## config.mk

```make
export PLATFORM = sky130hd
export DESIGN_NAME = deal_fsm
export DESIGN_NICKNAME = d
export VERILOG_FILES = /design/src/rtl/baccarat_pkg.sv /design/src/rtl/banker_draw_rule.sv /design/src/rtl/deal_fsm.sv
export SDC_FILE = /design/constraint.sdc
export NUM_CORES = 1
export LEC_CHECK = 0
export ABC_AREA = 1
export ABC_CLOCK_PERIOD_IN_PS = 1400
export CORE_ASPECT_RATIO = 1.4
export CORE_MARGIN = 2
export CORE_UTILIZATION = 35
export DETAILED_ROUTE_END_ITERATION = 7
export PLACE_DENSITY = 0.61
export RECOVER_POWER = 50
export SYNTH_ARGS = -nofsm -noshare
export SYNTH_HDL_FRONTEND = slang
export SYNTH_SLANG_ARGS = --single-unit
```

## constraint.sdc

```tcl
create_clock -name slow_clock -period 1.4 [get_ports slow_clock]
set_clock_uncertainty 0.1 [all_clocks]
set_input_delay 0.21 -clock slow_clock [delete_from_list [all_inputs] [get_ports slow_clock]]
set_output_delay 0.21 -clock slow_clock [all_outputs]
set_load 0.05 [all_outputs]
```

## src/rtl/baccarat_pkg.sv

```systemverilog
// baccarat_pkg: shared types and constants for the Baccarat round sequencer.
//   state_t         - deal_fsm state encoding (CLEAR exists only when
//                     DEAL_FSM_AUTO_RESTART_EN is defined)
//   FACE_THRESHOLD  - card codes above this count as zero (10, J, Q, K)
//   NATURAL_THRESHOLD - a two-card total at or above this ends the round
//   PLAYER_DRAW_MAX - player (and standing-player banker) draws at or below
//   card_value()    - maps a 4-bit card code to its 0-9 point value
`timescale 1ns/1ps

package baccarat_pkg;

    localparam int unsigned SCORE_W = 4;
    localparam int unsigned CARD_W  = 4;

    localparam logic [SCORE_W-1:0] FACE_THRESHOLD    = SCORE_W'(9);
    localparam logic [SCORE_W-1:0] NATURAL_THRESHOLD = SCORE_W'(8);
    localparam logic [SCORE_W-1:0] PLAYER_DRAW_MAX   = SCORE_W'(5);

    typedef enum logic [3:0] {
        S_IDLE        = 4'd0,
        S_DEAL_P1     = 4'd1,
        S_DEAL_D1     = 4'd2,
        S_DEAL_P2     = 4'd3,
        S_DEAL_D2     = 4'd4,
        S_EVAL        = 4'd5,
        S_DEAL_P3     = 4'd6,
        S_BANKER_EVAL = 4'd7,
        S_DEAL_D3     = 4'd8,
        S_RESULT      = 4'd9,
        S_DONE        = 4'd10
`ifdef DEAL_FSM_AUTO_RESTART_EN
        ,
        S_CLEAR       = 4'd11
`endif
    } state_t;

    // Point value of a card code: tens and face cards (and "no card") are zero.
    function automatic logic [SCORE_W-1:0] card_value(input logic [CARD_W-1:0] code);
        logic [SCORE_W-1:0] v;
        v = SCORE_W'(code);
        if (code > CARD_W'(FACE_THRESHOLD)) begin
            v = '0;
        end
        return v;
    endfunction

endpackage

```

## src/rtl/banker_draw_rule.sv

```systemverilog
// banker_draw_rule: combinational banker third-card table, applied after the
// player has taken a third card.
//   dscore - banker two-card total, 0-9
//   v      - point value of the player's third card, 0-9
//   draw   - banker takes a third card
`timescale 1ns/1ps

module banker_draw_rule
    import baccarat_pkg::*;
(
    input  logic [SCORE_W-1:0] dscore,
    input  logic [SCORE_W-1:0] v,
    output logic               draw
);

    // Window tests on v keep each row of the table on one line.
    logic v_is_8;
    logic v_2_to_7;
    logic v_4_to_7;
    logic v_6_to_7;

    always_comb begin
        v_is_8   = (v == SCORE_W'(8));
        v_2_to_7 = (v >= SCORE_W'(2)) && (v <= SCORE_W'(7));
        v_4_to_7 = (v >= SCORE_W'(4)) && (v <= SCORE_W'(7));
        v_6_to_7 = (v >= SCORE_W'(6)) && (v <= SCORE_W'(7));
    end

    // Banker table; 7 and above always stand.
    always_comb begin
        draw = 1'b0;
        case (dscore)
            SCORE_W'(0),
            SCORE_W'(1),
            SCORE_W'(2): draw = 1'b1;
            SCORE_W'(3): draw = !v_is_8;
            SCORE_W'(4): draw = v_2_to_7;
            SCORE_W'(5): draw = v_4_to_7;
            SCORE_W'(6): draw = v_6_to_7;
            default:     draw = 1'b0;
        endcase
    end

endmodule

```

## src/rtl/deal_fsm.sv

```systemverilog
// deal_fsm: Baccarat round sequencer. Deals four opening cards, applies the
// natural / player third-card / banker third-card rules, then latches the
// win lights.
//   slow_clock          - clock, rising edge
//   resetb              - asynchronous active-low reset
//   pscore, dscore      - player / dealer hand totals (0-9) from the scorer
//   pcard3              - raw player third-card code (0 = none)
//   load_pcard1..3      - player card-register load strobes (one cycle each)
//   load_dcard1..3      - dealer card-register load strobes (one cycle each)
//   player_win_light    - player won or tie (held until reset / restart)
//   dealer_win_light    - dealer won or tie (held until reset / restart)
//   clear_hands         - clear all card registers
// Optional feature: DEAL_FSM_AUTO_RESTART_EN - DONE lasts one cycle, then a
// CLEAR cycle pulses clear_hands, drops the lights and a new round starts.
// Without it DONE is absorbing and clear_hands is tied low.
`timescale 1ns/1ps

module deal_fsm
    import baccarat_pkg::*;
(
    input  logic               slow_clock,
    input  logic               resetb,
    input  logic [SCORE_W-1:0] pscore,
    input  logic [SCORE_W-1:0] dscore,
    input  logic [CARD_W-1:0]  pcard3,
    output logic               load_pcard1,
    output logic               load_pcard2,
    output logic               load_pcard3,
    output logic               load_dcard1,
    output logic               load_dcard2,
    output logic               load_dcard3,
    output logic               player_win_light,
    output logic               dealer_win_light,
    output logic               clear_hands
);

    state_t             state;
    state_t             next_state;
    logic [SCORE_W-1:0] third_value;
    logic               banker_draw;
    logic               is_natural;
    logic               player_draws;
    logic               stood_banker_draws;

    assign third_value = card_value(pcard3);

    banker_draw_rule u_banker_draw_rule (
        .dscore (dscore),
        .v      (third_value),
        .draw   (banker_draw)
    );

    // EVAL decision terms, in priority order.
    always_comb begin
        is_natural         = (pscore >= NATURAL_THRESHOLD) || (dscore >= NATURAL_THRESHOLD);
        player_draws       = (pscore <= PLAYER_DRAW_MAX);
        stood_banker_draws = (dscore <= PLAYER_DRAW_MAX);
    end

    // Next-state selection.
    always_comb begin
        next_state = state;
        case (state)
            S_IDLE:    next_state = S_DEAL_P1;
            S_DEAL_P1: next_state = S_DEAL_D1;
            S_DEAL_D1: next_state = S_DEAL_P2;
            S_DEAL_P2: next_state = S_DEAL_D2;
            S_DEAL_D2: next_state = S_EVAL;
            S_EVAL: begin
                if (is_natural) begin
                    next_state = S_RESULT;
                end else if (player_draws) begin
                    next_state = S_DEAL_P3;
                end else if (stood_banker_draws) begin
                    next_state = S_DEAL_D3;
                end else begin
                    next_state = S_RESULT;
                end
            end
            S_DEAL_P3:     next_state = S_BANKER_EVAL;
            S_BANKER_EVAL: next_state = banker_draw ? S_DEAL_D3 : S_RESULT;
            S_DEAL_D3:     next_state = S_RESULT;
            S_RESULT:      next_state = S_DONE;
`ifdef DEAL_FSM_AUTO_RESTART_EN
            S_DONE:        next_state = S_CLEAR;
            S_CLEAR:       next_state = S_DEAL_P1;
`else
            S_DONE:        next_state = S_DONE;
`endif
            default:       next_state = S_IDLE;
        endcase
    end

    // State and output registers. Strobes are decoded from next_state so each
    // one is high exactly while the FSM sits in its DEAL_* state, and reset
    // clears them asynchronously together with the state.
    always_ff @(posedge slow_clock or negedge resetb) begin
        if (!resetb) begin
            state            <= S_IDLE;
            load_pcard1      <= 1'b0;
            load_pcard2      <= 1'b0;
            load_pcard3      <= 1'b0;
            load_dcard1      <= 1'b0;
            load_dcard2      <= 1'b0;
            load_dcard3      <= 1'b0;
            player_win_light <= 1'b0;
            dealer_win_light <= 1'b0;
`ifdef DEAL_FSM_AUTO_RESTART_EN
            clear_hands      <= 1'b0;
`endif
        end else begin
            state       <= next_state;
            load_pcard1 <= (next_state == S_DEAL_P1);
            load_dcard1 <= (next_state == S_DEAL_D1);
            load_pcard2 <= (next_state == S_DEAL_P2);
            load_dcard2 <= (next_state == S_DEAL_D2);
            load_pcard3 <= (next_state == S_DEAL_P3);
            load_dcard3 <= (next_state == S_DEAL_D3);
            // Final scores are settled while in RESULT; a tie lights both.
            if (state == S_RESULT) begin
                player_win_light <= (pscore >= dscore);
                dealer_win_light <= (dscore >= pscore);
            end
`ifdef DEAL_FSM_AUTO_RESTART_EN
            else if (next_state == S_CLEAR) begin
                player_win_light <= 1'b0;
                dealer_win_light <= 1'b0;
            end
            clear_hands <= (next_state == S_CLEAR);
`endif
        end
    end

`ifndef DEAL_FSM_AUTO_RESTART_EN
    assign clear_hands = 1'b0;
`endif

endmodule

```

==> Flow_metrics.wiki <==
{| class="wikitable"
! Metric !! Value
|-
| Endpoint of the most critical register-to-register path || load_dcard3
|-
| Iter 0 DRT Violations || 8
|-
| CP peak stage delay || ~0.45 ns
|-
| Clock-pin slew reported for the worst setup and hold paths after clock tree synthesis || roughly 0.070 ns
|-
| Flops & latches, synth || 12
|-
| Slack of the worst reg-to-reg path || ~0.080 ns
|-
| Total met3 wirelength after detailed routing || around 60 um
|-
| Cts bufs inserted || 3
|-
| Reg2Reg Launch Point || state[0]
|-
| Starting Density || 37.7%
|-
| Number of placed instances with taps included || ~150
|-
| Leak pwr || between 0.0006 and 0.0007 uW
|-
| Result of the run || complete, no violations
|-
| Highest ir drop seen on vdd || approximately 0.00077 V
|-
| Switching power total || between 1000 and 1500 uW
|-
| Fraction of power consumed by combinational cells || between 60% and 70%
|-
| Time the worst path needs with I/O delays and setup || approximately 1.4 ns
|-
| Via count of the first global-routing pass || 660
|-
| Count of input and output buffers || 21
|-
| Critical path, cell by cell || clkdlybuf4s50_1 > inv_1 > ha_1 > nand2_1 > inv_1 > nand3_2 > nand3_2 > a21oi_2 > nor2_1
|-
| Routed length per instance || 10.2 um
|-
| Per-cell via count in the routed design || 4.74
|-
| Overall routed net length || 1550 um
|-
| Cell class contributing the biggest share of worst-path delay || buffers and inverters
|-
| Least-Margin Pin Slew || slightly above 0.6 ns
|-
| Detail Placement HPWL || between 1000 and 1500 um
|-
| Cell depth of the worst min-delay path || 5
|-
| Buffer levels on the longest clock path || 2
|-
| Total number of nets in the final design || approximately 150
|-
| Setup CP Type || primary input to flop
|-
| Worst path arrival time || approximately 1.4 ns
|-
| Die outline width || 43.2 um
|-
| First drt pass iteration count || 4
|-
| Worst-path fanout max || 2
|-
| First-pass GRT wire length || about 2400 um
|-
| Number of buffer and inverter stages on the critical path || 3
|-
| Area Growth Syn to Fin || 61.7%
|-
| Clock network latency to the later pin of the worst-skew pair || between 0.2 and 0.3 ns
|-
| Final std cells w/o fill || 151
|-
| Switching Share || about 45%
|-
| Min-delay src || pscore[1]
|-
| Largest net degree at the start of global routing || 13
|-
| Detailed-routed wire length on met2 || 890 um
|-
| Final-report hold violation count || 0
|-
| Rel. slew slack || 58.5%
|-
| Antenna viol nets, final || 0
|-
| Power density relative to cell area || 1920 nW/um^2
|-
| Final period utilization || 97.6%
|-
| Startpoint class of the critical path || primary input
|-
| Area of the core || between 1500 and 2000 um^2
|-
| Wire length on met1 || roughly 540 um
|-
| Relative contribution of the clock network to total power || between 10% and 20%
|-
| Type of the most critical hold path || primary input to flop
|-
| Master cell of the clock root buffer || sky130_fd_sc_hd__clkbuf_4
|-
| I/O pins || 23
|-
| Post-route setup TNS || 0 ns
|-
| Topmost layer with routed signal wires || met4
|-
| Cell Area, Synth || ~750 um^2
|-
| MaxCap Viol Count || 0
|-
| Cell with the largest stage delay on the worst path || sky130_fd_sc_hd__clkdlybuf4s50_1
|-
| Fraction of layout instances using a drive strength above 1 || 33.1%
|-
| CTS sink cnt || 12
|-
| Proportion of synthesized chip area in sequential cells || 39.9%
|-
| Seq. cell area || between 300 and 400 um^2
|-
| Synthesized instance count || 99
|-
| Number of inserted diodes || 0
|-
| Hold Slack || ~0.32 ns
|-
| Net count after synthesis || about 120
|-
| Number of rows created at floorplan || 19
|-
| WP data required || around 1.5 ns
|-
| Capturing element type of the critical path || flop
|-
| Yosys Warn Count || 0
|-
| Number of filler instances in the final layout || between 150 and 200
|-
| Vert. Die Dim || slightly below 60 um
|-
| DRC violations left || 0
|-
| Multi-input combinational cell area || 418 um^2
|-
| DIE AREA || 2540 um^2
|-
| Antenna violations before repair || 0
|-
| Highest clock frequency the design can meet || between 0.7 and 0.8 GHz
|-
| Syn avg cell area || 7.60 um^2
|-
| Hold worst-path end || load_pcard3
|-
| Number of slew-limit violations in the final report || 0
|-
| Library cells used by synthesis || 20
|-
| Gr usage total || around an eighth
|-
| CTS tree || yes
|-
| Flop pwr share || ~28%
|-
| Final estimated routing congestion in global placement || around 0.76
|-
| Crit path launch || pscore[2]
|-
| Pint || around 1300 uW
|-
| Level count of the clock H-tree || 1
|-
| Final setup violation count || 0
|-
| Worst reg-to-reg path cell count || 9
|-
| Congestion Overflow GR || 0
|-
| Number of vias after detailed routing || ~720
|}
==> metrics by stage <==
stage | utilization (%) | area (um^2) | setup slack (ns) | power [uW]
floorplan | - | 752 | 0.197 | 1420
global placement | 55.4 | 1110 | -0.302 | 1970
detailed placement | 55.4 | 1110 | -0.334 | 1990
CTS | 57.1 | 1140 | 0.00563 | 2260
global route | 60.9 | 1220 | -0.0313 | 2480
finish | 60.9 | 1220 | 0.0334 | 2330
==> how the worst max path moves through the flow <==
stage / slack [ns] / end / cells after the start
floorplan: 0.20 / load_dcard3 / 8
global placement: -0.30 / dealer_win_light / 9
detailed placement: -0.33 / dealer_win_light / 9
CTS: 0.006 / player_win_light / 9
global route: -0.03 / dealer_win_light / 9
finish: 0.03 / player_win_light / 9
==> power by group through the flow <==
stage / Clock [uW] / Combinational [uW] / Sequential [uW]
after floorplan: 0 / 518 / 898
after global placement: 0 / 1320 / 653
after detailed placement: 0 / 1330 / 661
after CTS: 281 / 1330 / 654
after global routing: 287 / 1520 / 675
final: 273 / 1400 / 658
==> sequential cells by signal, indices dropped and copies added (netlist names) <==
register / flops
load_pcard2: 1
state: 4
load_dcard1: 1
load_pcard3: 1
load_dcard3: 1
player_win_light: 1
dealer_win_light: 1
load_dcard2: 1
load_pcard1: 1
==> synth_stat cells (all sizes together) <==
cell / n / area share [%]
a21oi: 6 / 4.0
dfrtp: 12 / 40
conb: 1 / 0.50
nand3: 6 / 4.7
nor3: 2 / 1.3
nand2: 19 / 11
a31oi: 1 / 1.7
a22oi: 1 / 1.0
buf: 1 / 1.0
ha: 4 / 6.7
nor2: 17 / 13
o21ai: 5 / 3.3
inv: 24 / 12
==> routing by layer <==
metal | GRT usage (%) | up-vias
met5 | 0 | -
met4 | 10.4 | 0
met3 | 0.920 | 5
met2 | 25.8 | 23
met1 | 11.6 | 325
li1 | - | 362
==> logic make-up (layout without fill, tap and decap cells) <==
family / after synthesis / after routing / synth area share [%]
buffers and inverters: 25 / 56 / 13.0
DFF: 12 / 12 / 39.9
other: 1 / 1 / 0.499
AOI/OAI and AO/OA: 13 / 13 / 9.98
adders and majority gates: 4 / 4 / 6.66
and+or+nand+nor: 44 / 44 / 29.9
==> final cells by class <==
cell class,count,area share [%]
inverters,24,7.41
repair buffers,28,28.4
well taps,21,2.16
multi-input cells,62,34.4
flip-flops and latches,12,24.7
clock buffers,4,2.98
==> cells in the final DEF, fill, tap and decap left out, drive strengths merged <==
master         netlist  final
a21oi                6      6
a22oi                1      1
a31oi                1      1
buf                  1     14
clkbuf               0      5
clkdlybuf4s50        0      8
conb                 1      1
dfrtp               12     12
dlygate4sd2          0      1
dlygate4sd3          0      1
dlymetal6s2s         0      3
ha                   4      4
inv                 24     24
nand2               19     19
nand3                6      6
nor2                17     17
nor3                 2      2
o21ai                5      5
==> timing repair <==
item                       in CTS  in global routing
setup buffers                   0                  1
gates resized for setup         2                 16
hold buffers                    0                  0
pin swaps                       0                  4
setup endpoints to repair       1                  3
==> worst reg2reg max path: stages (launching register included) <==
cell and delay (ns):
sky130_fd_sc_hd__dfrtp_1 0.43, sky130_fd_sc_hd__inv_2 0.09, sky130_fd_sc_hd__nor2_4 0.16, sky130_fd_sc_hd__nand2_4 0.09
sky130_fd_sc_hd__nor2_4 0.12, sky130_fd_sc_hd__nand2_2 0.05, sky130_fd_sc_hd__nand2_2 0.05, sky130_fd_sc_hd__inv_2 0.04
sky130_fd_sc_hd__nand3_2 0.05, sky130_fd_sc_hd__nor2_1 0.04
Power figures use the tool's default switching activity.
